### config.mk
export PLATFORM = sky130hd
export DESIGN_NAME = axi_led_slave
export DESIGN_NICKNAME = d
export VERILOG_FILES = /design/src/rtl/axi_led_slave.sv
export SDC_FILE = /design/constraint.sdc
export NUM_CORES = 1
export LEC_CHECK = 0
export ABC_AREA = 1
export BUFFER_PORTS_ARGS = -buffer_cell sky130_fd_sc_hd__buf_2
export CAP_MARGIN = 20
export CORE_MARGIN = 4
export CORE_UTILIZATION = 55
export CTS_BUF_LIST = sky130_fd_sc_hd__clkbuf_4 sky130_fd_sc_hd__clkbuf_8
export CTS_CLUSTER_DIAMETER = 80
export DETAILED_ROUTE_END_ITERATION = 7
export GPL_TIMING_DRIVEN = 0
export HOLD_SLACK_MARGIN = 0.12
export PLACE_DENSITY = 0.75
export SLEW_MARGIN = 30
export SYNTH_ARGS = -nofsm -noshare
export SYNTH_HDL_FRONTEND = slang
export SYNTH_SLANG_ARGS = --single-unit
### constraint.sdc
create_clock -name clk -period 3.2 [get_ports clk]
set_input_delay 0.48 -clock clk [delete_from_list [all_inputs] [get_ports clk]]
set_output_delay 0.48 -clock clk [all_outputs]
set_load 0.02 [all_outputs]
### src/rtl/axi_led_slave.sv
// AXI4-Lite slave driving board LEDs with an inactivity timeout.
// Registers: LED, WCOUNT, TIMEOUT, STATUS at word offsets 0..3.
module axi_led_slave #(
  parameter int unsigned LED_WIDTH     = 4,
  parameter logic [31:0] RESET_TIMEOUT = 32'd0
) (
  input  logic                 clk,
  input  logic                 resetn,
  input  logic [31:0]          S_AXI_AWADDR,
  input  logic                 S_AXI_AWVALID,
  output logic                 S_AXI_AWREADY,
  input  logic [2:0]           S_AXI_AWPROT,
  input  logic [31:0]          S_AXI_WDATA,
  input  logic [3:0]           S_AXI_WSTRB,
  input  logic                 S_AXI_WVALID,
  output logic                 S_AXI_WREADY,
  output logic [1:0]           S_AXI_BRESP,
  output logic                 S_AXI_BVALID,
  input  logic                 S_AXI_BREADY,
  input  logic [31:0]          S_AXI_ARADDR,
  input  logic                 S_AXI_ARVALID,
  output logic                 S_AXI_ARREADY,
  input  logic [2:0]           S_AXI_ARPROT,
  output logic [31:0]          S_AXI_RDATA,
  output logic [1:0]           S_AXI_RRESP,
  output logic                 S_AXI_RVALID,
  input  logic                 S_AXI_RREADY,
  output logic [LED_WIDTH-1:0] leds
);

  typedef enum logic {W_IDLE, W_RESP} w_state_t;
  typedef enum logic {R_IDLE, R_DATA} r_state_t;

  w_state_t w_state, w_next;
  r_state_t r_state, r_next;

  logic                 rdy_en;
  logic                 aw_held, w_held;
  logic [1:0]           aw_addr_q;
  logic [31:0]          w_data_q;
  logic [3:0]           w_strb_q;
  logic [LED_WIDTH-1:0] led_q;
  logic [31:0]          wcount_q, timeout_q, idle_q;
  logic [31:0]          rdata_q;
  logic                 stale_q, rerr_q;
  logic [1:0]           bresp_q;

  logic [31:0] led_ext, led_new, rd_mux;
  logic [31:0] wr_data;
  logic [3:0]  wr_strb;
  logic [1:0]  wr_addr;
  logic aw_hs, w_hs, ar_hs, do_wr;
  logic led_wr, to_wr, ro_wr, to_fire;

  function automatic logic [31:0] merge(
    input logic [31:0] old,
    input logic [31:0] d,
    input logic [3:0]  s
  );
    logic [31:0] r;
    r = old;
    for (int i = 0; i < 4; i++)
      if (s[i]) r[8*i +: 8] = d[8*i +: 8];
    return r;
  endfunction

  always_comb begin
    led_ext = '0;
    led_ext[LED_WIDTH-1:0] = led_q;
  end

  assign S_AXI_AWREADY = rdy_en && (w_state == W_IDLE) && !aw_held;
  assign S_AXI_WREADY  = rdy_en && (w_state == W_IDLE) && !w_held;
  assign S_AXI_ARREADY = rdy_en && (r_state == R_IDLE);

  assign aw_hs = S_AXI_AWVALID && S_AXI_AWREADY;
  assign w_hs  = S_AXI_WVALID && S_AXI_WREADY;
  assign ar_hs = S_AXI_ARVALID && S_AXI_ARREADY;

  // A channel counts as present if captured earlier or handshaking now.
  assign wr_addr = aw_held ? aw_addr_q : S_AXI_AWADDR[3:2];
  assign wr_data = w_held ? w_data_q : S_AXI_WDATA;
  assign wr_strb = w_held ? w_strb_q : S_AXI_WSTRB;
  assign do_wr   = (w_state == W_IDLE) && (aw_held || aw_hs)
                && (w_held || w_hs);

  assign led_wr  = do_wr && (wr_addr == 2'd0);
  assign to_wr   = do_wr && (wr_addr == 2'd2);
  assign ro_wr   = do_wr && wr_addr[0];
  assign led_new = merge(led_ext, wr_data, wr_strb);
  assign to_fire = (timeout_q != 32'd0) && !stale_q
                && ((idle_q + 32'd1) == timeout_q);

  always_ff @(posedge clk or negedge resetn) begin
    if (!resetn) begin
      w_state <= W_IDLE;
      r_state <= R_IDLE;
      rdy_en  <= 1'b0;
    end else begin
      w_state <= w_next;
      r_state <= r_next;
      rdy_en  <= 1'b1;
    end
  end

  always_comb begin
    w_next = w_state;
    unique case (w_state)
      W_IDLE: if (do_wr) w_next = W_RESP;
      W_RESP: if (S_AXI_BREADY) w_next = W_IDLE;
    endcase
  end

  always_comb begin
    r_next = r_state;
    unique case (r_state)
      R_IDLE: if (ar_hs) r_next = R_DATA;
      R_DATA: if (S_AXI_RREADY) r_next = R_IDLE;
    endcase
  end

  always_ff @(posedge clk or negedge resetn) begin
    if (!resetn) begin
      aw_held   <= 1'b0;
      w_held    <= 1'b0;
      aw_addr_q <= '0;
      w_data_q  <= '0;
      w_strb_q  <= '0;
      bresp_q   <= '0;
      rerr_q    <= 1'b0;
    end else if (do_wr) begin
      aw_held <= 1'b0;
      w_held  <= 1'b0;
      bresp_q <= ro_wr ? 2'b10 : 2'b00;
      rerr_q  <= ro_wr;
    end else begin
      if (aw_hs) begin
        aw_held   <= 1'b1;
        aw_addr_q <= S_AXI_AWADDR[3:2];
      end
      if (w_hs) begin
        w_held   <= 1'b1;
        w_data_q <= S_AXI_WDATA;
        w_strb_q <= S_AXI_WSTRB;
      end
    end
  end

  // An LED write beats a coinciding expiry.
  always_ff @(posedge clk or negedge resetn) begin
    if (!resetn) begin
      led_q     <= '0;
      wcount_q  <= '0;
      timeout_q <= RESET_TIMEOUT;
      idle_q    <= '0;
      stale_q   <= 1'b0;
    end else if (led_wr) begin
      led_q    <= led_new[LED_WIDTH-1:0];
      wcount_q <= wcount_q + 32'd1;
      idle_q   <= '0;
      stale_q  <= 1'b0;
    end else if (to_wr) begin
      timeout_q <= merge(timeout_q, wr_data, wr_strb);
      idle_q    <= '0;
    end else if (to_fire) begin
      led_q   <= '0;
      stale_q <= 1'b1;
    end else if ((timeout_q != 32'd0) && !stale_q) begin
      idle_q <= idle_q + 32'd1;
    end
  end

  always_comb begin
    rd_mux = '0;
    unique case (S_AXI_ARADDR[3:2])
      2'd0: rd_mux = led_ext;
      2'd1: rd_mux = wcount_q;
      2'd2: rd_mux = timeout_q;
      2'd3: rd_mux = {30'd0, rerr_q, stale_q};
    endcase
  end

  always_ff @(posedge clk or negedge resetn) begin
    if (!resetn) rdata_q <= '0;
    else if (ar_hs) rdata_q <= rd_mux;
  end

  assign S_AXI_BVALID = (w_state == W_RESP);
  assign S_AXI_BRESP  = bresp_q;
  assign S_AXI_RVALID = (r_state == R_DATA);
  assign S_AXI_RDATA  = rdata_q;
  assign S_AXI_RRESP  = 2'b00;
  assign leds         = led_q;

  logic unused_ok;
  assign unused_ok = ^{S_AXI_AWPROT, S_AXI_ARPROT,
                       S_AXI_AWADDR[31:4], S_AXI_AWADDR[1:0],
                       S_AXI_ARADDR[31:4], S_AXI_ARADDR[1:0],
                       led_new};

endmodule

; ---- Word level (Yosys, flattened, before mapping)
; Index checks and enable logic that the tools add are counted.
[word_totals]
elab_cells = 94
inputBits = 113
register_bits = 179
out_inout_bits = 45
[classes]
reduce_logical = 35
n_eq_ne = 8
n_addsub = 2
bitwise = 4
mux = 26
[op_table]
columns = cell, count
row1 = 2-to-1 mux 32 bit, 5
row2 = one-hot mux 32 bit (4 select lines), 1
row3 = adder 32 x 1 -> 32 bit (second input constant), 2
row4 = == test 32 bit, 1
row5 = nonzero test 32 bit, 1
row6 = 2-to-1 mux 4 bit, 5
row7 = AND reduction 3 bit, 5
row8 = logical AND 1 bit, 14
row9 = 2-to-1 mux 1 bit, 11
row10 = AND reduction 2 bit, 4
row11 = == test 2 bit (second input constant), 3
row12 = nonzero test 2 bit, 3
row13 = zero test 2 bit, 2
row14 = 2-to-1 mux 2 bit, 2
row15 = != test 2 bit (second input constant), 2
row16 = NOT 1 bit, 4
row17 = one-hot mux 1 bit (2 select lines), 2
row18 = zero test 1 bit, 3
row19 = != test 3 bit (second input constant), 1
row20 = nonzero test 3 bit, 1
row21 = == test 2 x 1 -> 1 bit (second input constant), 1
row22 = logical OR 1 bit, 2

; ---- Logic depth before layout (Yosys ltp)
; Gate-level depths: netlist of the first run.
[logic_depth]
depth_word = 10
depth_mapped = 19

; ---- Worst setup path before layout of the first run
; OpenSTA, ideal clock, no wires.
[synth_path]
path_kind = register -> register
start = reg idle_q[0]
end = reg idle_q[25]
setup_ns = 0.119
slack_ns = 0.906
arrival_time_ns = 2.175
stages_incl_launch_ff = 18
cell_sequence = dfrtp_1 ha_1 nand2_2 nor2_4 nand2_2 nor2_4 nand2_1 nand2_1 nand2_1 nand2_1 nand2_1 nor2_1 nand2_1 nor2_2 nand3_4 buf_2 a21oi_1 nor2_1
[synth_via]
elab_chain_cells = 5
word_cells_on_any_way = 9
[synth_rtl]
columns = item, line
row1 = "start, declared", 43  ; logic [31:0] wcount_q, timeout_q, idle_q;
row2 = "start signal, assigned", 169  ; idle_q <= idle_q + 32'd1;
row3 = adder 32 x 1 -> 32 bit (*), "92, 169"
row4 = == test 32 bit / 2-to-1 mux 32 bit (equally long branches), "92, 168"
row5 = logical AND 1 bit / 2-to-1 mux 32 bit (equally long branches), "92, 165"
row6 = != test 3 bit (no line) / 2-to-1 mux 32 bit (equally long branches), -
row7 = AND reduction 2 bit (no line) / 2-to-1 mux 32 bit (equally long branches), -
; Mark *: on every way between the ends. The rest lies on a longest branch, timed or not. The select of a mux whose other input is x is not followed.
; A chain may end at the register's enable or synchronous reset.

; ---- Worst setup path after layout of the first run
[layout_path]
start = reg rdy_en
end = reg timeout_q[21]
[layout_via]
elab_chain_cells = 9
word_cells_on_any_way = 13
[layout_rtl]
columns = item, line
row1 = "start, declared", 37  ; logic rdy_en;
row2 = "start signal, assigned", 98  ; rdy_en <= 1'b0;
row3 = "start signal, assigned", 102  ; rdy_en <= 1'b1;
row4 = logical AND 1 bit (*), "72, 73"
row5 = logical AND 1 bit, 72  ; assign S_AXI_AWREADY = rdy_en && (w_state == W_IDLE) && !aw_held;
row6 = logical AND 1 bit, 76  ; assign aw_hs = S_AXI_AWVALID && S_AXI_AWREADY;
row7 = logical OR 1 bit, 84  ; assign do_wr = (w_state == W_IDLE) && (aw_held || aw_hs)
row8 = logical AND 1 bit, 84
row9 = logical AND 1 bit (*), 85  ; && (w_held || w_hs);
row10 = logical AND 1 bit, 87  ; assign led_wr = do_wr && (wr_addr == 2'd0);
row11 = NOT 1 bit (no line), -
row12 = AND reduction 3 bit (no line) (*), -
row13 = "end signal, assigned", 163  ; timeout_q <= merge(timeout_q, wr_data, wr_strb);
row14 = "end, declared", 43
; Mark *: on every way between the ends. The rest lies on a longest branch, timed or not.

==> results.json, run 1 <==
{
  "outcome": "finished clean",
  "via_per_inst": 5.549,
  "grt_pass1_wl_mm": 52.13,
  "place.gp.congestion": 0.9500,
  "die_h_um": 144.8,
  "cts_buffers": 17,
  "dpl.cell_count": 1782,
  "diodes": 0,
  "p_leak_nw": 5.896,
  "ys_seq_elements": 177,
  "netlist_area_um2": 10300,
  "dr.first_iter.drc_count": 1087,
  "final_common_cell": "nand2_1",
  "worst_setup_path_start_kind": "flip-flop",
  "fin_tns_setup_ns": 0,
  "crit_required_ns": 3.59,
  "slew_violations": 0,
  "cts_root_buffer": "clkbuf_8",
  "rows": 49,
  "powerDensity_nw_per_um2": 725.1,
  "setup_violations": 0,
  "cts_buffer_depth": 2,
  "hold_violations": 0,
  "drc": 0,
  "cts.reportedPaths.clkPinSlew_ns": 0.11,
  "nNetsFinal": 1688,
  "fin_ws_ns": 0.2286,
  "dpl.hpwl_mm": 26.18,
  "port_buffers": 88,
  "max_freq_ghz": 0.3365,
  "path_class": "flip-flop to flip-flop",
  "wirelength_mm": 33.25,
  "hold_class": "primary input to flip-flop",
  "area_delta_synth_final_pct": 11.79,
  "synth.yosys.warnings": 0,
  "post-place-ws_ns": 0.2605,
  "cts.sinks": 177,
  "critPathArrivalTime_ns": 3.36,
  "die_area_um2": 20970,
  "worst_slew_margin_rel_pct": 49.14,
  "grt_max_degree": 66,
  "grtUsageTotal_pct": 32.81,
  "fin_skew_ns": 0.01831,
  "coreArea_um2": 18210,
  "crit_fanout": 10,
  "cts_htree_levels": 4,
  "clk_latency_ns": 0.48,
  "synth_cells": 1461,
  "seq_area_frac_synth_pct": 43.02,
  "final_cell_mix": "485 x nand2_1, 176 x dfrtp_1, 170 x inv_1, 121 x nand3_1, 118 x nor2_1",
  "ant_nets": 0,
  "yosysUniqueCellTypes": 43,
  "layout-drive-gt1-share_pct": 10.66,
  "final_cell_count_no_fill": 1814,
  "grt_pass1_vias": 9561,
  "worst_slew_pin_slew_ns": 0.7571,
  "postCtsSetupBuffers": 0,
  "period_needed_ns": 2.971,
  "vdd_drop_max_mv": 0.4765,
  "holdWs_ns": 0.1892,
  "vias": 10065,
  "antenna_found_initial": 1,
  "end_kind": "flip-flop",
  "start_util_pct": 56.55,
  "num_io_pins": 158,
  "fin_crit_sh_pct": 92.86,
  "firstDrtPassIters": 8,
  "rsz0062_at_grt": "false",
  "die_x_um": 144.8,
  "synth_area_per_cell_um2": 7.047,
  "cts_tree": "yes",
  "drv_cap": 0,
  "finalPower_mw": 8.346,
  "wl_per_cell_um": 18.33,
  "grt_overflow": 0
}
## Yosys cell counts, drive strengths merged
library cell	number	area (um2)
a2bb2oi	6	52.55
clkinv	3	11.26
dfrtp	177	4429
nand2	491	1863
buf	17	107.6
clkbuf	34	127.6
nor2	136	610.6
o21bai	1	7.510
or2	1	6.260
a221oi	2	17.52
inv	174	653.1
and3	1	6.260
o22ai	24	150.1
a21oi	32	160.2
o21ai	123	615.6
nor4	8	50.05
nand3	123	633.1
o22a	2	17.52
ha	2	25.02
nor3b	2	15.01
xnor2	3	26.28
conb	2	7.510
nor3	22	137.6
xor2	29	254.0
nand3b	4	30.03
xnor3	1	22.52
and2	2	12.52
o21a	2	15.01
nand4	37	231.5
## report_power, final
| group | internal, mW | leakage [nW] | switching [mW] |
|---|---|---|---|
| clock | 0.653 | 0.197 | 0.966 |
| sequential | 2.93 | 2.18 | 0.559 |
| combinational | 0.998 | 3.52 | 2.24 |
| total | 4.58 | 5.90 | 3.77 |
## per-layer routing
| metal | track usage (%) | part of all wire [%] |
|---|---|---|
| met2 | 48.20 | 43 |
| met3 | 6.638 | 8.2 |
| met5 | 0 | 0.021 |
| met1 | 48.11 | 45 |
| met4 | 12.13 | 3.6 |
## final cells by class
type / instances / area [um2]
Clock inverter: 14 / 162.7
Clock buffer: 17 / 234.0
Sequential cell: 177 / 4431
Multi-Input combinational cell: 1058 / 4979
Tap cell: 229 / 286.5
Fill cell: 1687 / 6699
Inverter: 177 / 664.4
Buffer: 51 / 237.7
Timing Repair Buffer: 91 / 515.5
## state kept, by name (all words and copies together), names as in the netlist, 2 cells and up
register and count:
wcount_q 32, w_strb_q 4, timeout_q 32, w_data_q 32, leds 4, idle_q 32, aw_addr_q 2, S_AXI_RDATA 32
## through the flow
stage	cell area (um2)	util (%)
finish	11510	63.21
floorplan	10300	-
global placement	11030	60.58
detailed placement	11100	60.96
global route	11510	63.21
CTS	11510	63.19
## path summary, 6_finish.rpt
| path | startpoint | to | slack (ns) | cells after the start |
|---|---|---|---|---|
| setup / recovery | rdy_en | timeout_q[21] | 0.23 | 13 |
| hold reg to reg | S_AXI_RDATA[19] | S_AXI_RDATA[19] | 0.48 | 2 |
| min in group asynchronous | resetn | idle_q[14] | 0.51 | 2 |
| hold / removal | S_AXI_RREADY | S_AXI_RVALID | 0.19 | 2 |
| setup reg to reg | rdy_en | timeout_q[21] | 0.23 | 13 |
| max in group asynchronous | resetn | wcount_q[7] | 2.01 | 3 |
## what timing repair did
item,4_1_cts,5_1_grt
hold endpoints to repair,52,0
resized for setup,0,2
endpoints found under the setup margin,0,5
hold buffers,1,0
## critical path, cell delays in order, from the launching register on
cell	delay (ns)
dfrtp_1	0.50
nand2_1	0.15
o21ai_1	0.22
nand2_1	0.12
nor2_2	0.27
inv_1	0.12
or2_1	0.22
clkbuf_1	0.21
nor2_4	0.21
inv_1	0.17
nor2_4	0.23
clkbuf_4	0.27
nand2_1	0.10
o21ai_0	0.10
## kinds of logic (layout without fill, tap and decap cells)
logic type / Yosys count / count (layout) / synth area share [%]
AND/OR/NAND/NOR: 827 / 827 / 34.93
XOR/XNOR: 33 / 33 / 2.941
AO/OA/AOI/OAI: 192 / 192 / 10.06
buffers and inverters: 228 / 350 / 8.737
other: 2 / 4 / 0.07294
flip-flops: 177 / 177 / 43.02
adder cells (fa/ha/maj): 2 / 2 / 0.2430
(Power assumes the default switching activity.)
==> inputs of run 2 (changes only) <==
Clock period 3.2 ns to 3.5 ns, I/O delays scaled along.
==> run 2 against run 1 <==
  * Register-to-register slack improved by 0.28 ns
  * Non-clock buffer count did not move
  * Cell count did not move
  * Sequential power fell by 8.3%
  * First-iteration DRC count fell by 1.0%
  * Hold slack improved by 0.043 ns
  * Wire length rose by 0.14%
  * Sequential share of layout area barely moved
  * Core utilization barely moved
  * Critical path type unchanged
==> results.json, run 2 (synthesized netlist as in run 1, its figures left out) <==
{
  "die_area_um2": 20970,
  "dpl.cell_count": 1782,
  "crit_slowest_cell": "dfrtp_1",
  "grt_max_degree": 66,
  "cts_root_buffer": "clkbuf_8",
  "cts_buffers": 17,
  "die_h_um": 144.8,
  "max_stage_delay_ns": 0.50,
  "worst-r2r-setup-slack_ns": 0.51,
  "ant_nets": 0,
  "cp_common_cell": "nand2_1",
  "clk_latency_ns": 0.48,
  "fin_util_pct": 63.19,
  "cts_htree_levels": 4,
  "dr.first_iter.drc_count": 1076,
  "design_area_um2": 11510,
  "rr_startpoint": "rdy_en",
  "period_needed_ns": 2.990,
  "powerDensity_nw_per_um2": 663.9,
  "finalPower_mw": 7.639,
  "grt_overflow": 0,
  "cts_buffer_depth": 2,
  "wirelength_mm": 33.29,
  "final_common_cell": "nand2_1",
  "p_leak_nw": 5.897,
  "via_per_inst": 5.568,
  "holdPathStages": 2,
  "fin_skew_ns": 0.01783,
  "rows": 49,
  "grt_pass1_vias": 9561,
  "final_cell_mix": "485 x nand2_1, 177 x dfrtp_1, 170 x inv_1, 121 x nand3_1, 118 x nor2_1",
  "firstDrtPassIters": 5,
  "holdWs_ns": 0.2322,
  "layout-drive-gt1-share_pct": 10.60,
  "nNetsFinal": 1688,
  "start_util_pct": 56.55,
  "rsz0062_at_grt": "false",
  "cts.sinks": 177,
  "worst_setup_path_start_kind": "flip-flop",
  "crit_required_ns": 3.89,
  "area_delta_synth_final_pct": 11.75,
  "end_kind": "flip-flop",
  "dpl.hpwl_mm": 26.18,
  "antenna_found_initial": 1,
  "num_io_pins": 158,
  "postCtsSetupBuffers": 0,
  "place.gp.congestion": 0.9500,
  "fin_tns_setup_ns": 0,
  "outcome": "finished clean",
  "critical_path.cell_chain": "nand2_1 -> o21ai_1 -> nand2_1 -> nor2_2 -> inv_1 -> or2_1 -> clkbuf_1 -> nor2_4 -> inv_1 -> nor2_4 -> buf_2 -> nand2_1 -> o21ai_0",
  "worst_slew_margin_rel_pct": 48.81,
  "grtUsageTotal_pct": 32.81,
  "path_class": "flip-flop to flip-flop",
  "port_buffers": 88,
  "drc": 0,
  "critPathArrivalTime_ns": 3.38,
  "vdd_drop_max_mv": 0.4291,
  "coreArea_um2": 18210,
  "hold_path_startpoint": "S_AXI_RREADY",
  "max_freq_ghz": 0.3345,
  "r2r_end": "timeout_q[21]",
  "final_cell_count_no_fill": 1814,
  "regArea_um2": 4429,
  "die_x_um": 144.8,
  "place_area_um2": 11100,
  "drv_cap": 0,
  "fin_crit_sh_pct": 85.42,
  "hold_class": "primary input to flip-flop",
  "r2r_cells": 13,
  "cts_tree": "yes",
  "nFillCells": 1688,
  "post-place-ws_ns": 0.5605,
  "diodes": 0,
  "grt_pass1_wl_mm": 52.13,
  "vias": 10101,
  "hold_violations": 0,
  "slew_violations": 0,
  "worst_slew_pin_slew_ns": 0.7620,
  "wl_per_cell_um": 18.35,
  "crit_fanout": 10,
  "fin_ws_ns": 0.5103,
  "timing.hold.worst_endpoint": "S_AXI_RVALID",
  "multiInputGateArea_um2": 4979,
  "setup_violations": 0,
  "cts.reportedPaths.clkPinSlew_ns": 0.11
}
==> run 2: critical path: cells and delay by family (launching register included) <==
kind,cells,cell delay (ns)
flops,1,0.50
simple gates,7,1.30
buf+inv,4,0.78
compound gates,2,0.32
==> run 2: cell type report <==
cell class / count / share of cell area (%)
tap: 229 / 2.490
multi-input combinational: 1058 / 43.27
timing repair buffer: 91 / 4.480
buffer: 51 / 2.044
clock buffer: 17 / 2.033
clock inverter: 14 / 1.414
inverter: 177 / 5.774
sequential: 177 / 38.50
==> run 2: worst max-delay path by stage <==
stage               from              to  slack (ns)  depth (start not counted)
6_report          rdy_en   timeout_q[21]        0.51                         13
5_1_grt        idle_q[0]      idle_q[25]        0.26                         17
4_1_cts           rdy_en   timeout_q[21]        0.50                         13
3_5_place_dp      rdy_en   timeout_q[20]        0.56                         12
3_3_place_gp      resetn  S_AXI_RDATA[5]       -0.96                          1
2_1_floorplan  idle_q[0]      idle_q[25]        1.21                         17
==> run 2: power breakdown <==
part	switching, mW	internal, mW
combinational	2.05	0.912
sequential	0.514	2.67
clock	0.887	0.597
==> run 2: metal layers <==
metal	up-vias	track usage [%]	wire length, um	part of all wire (%)
met1	4676	48.11	14960	45
met4	2	12.13	1246	3.7
li1	4901	-	-	-
met5	-	0	7	0.021
met3	74	6.638	2710	8.1
met2	448	48.20	14370	43
==> run 2: repair_timing <==
item	in CTS	in global routing
hold endpoints to repair	52	0
hold buffers	1	0
resized for setup	0	0
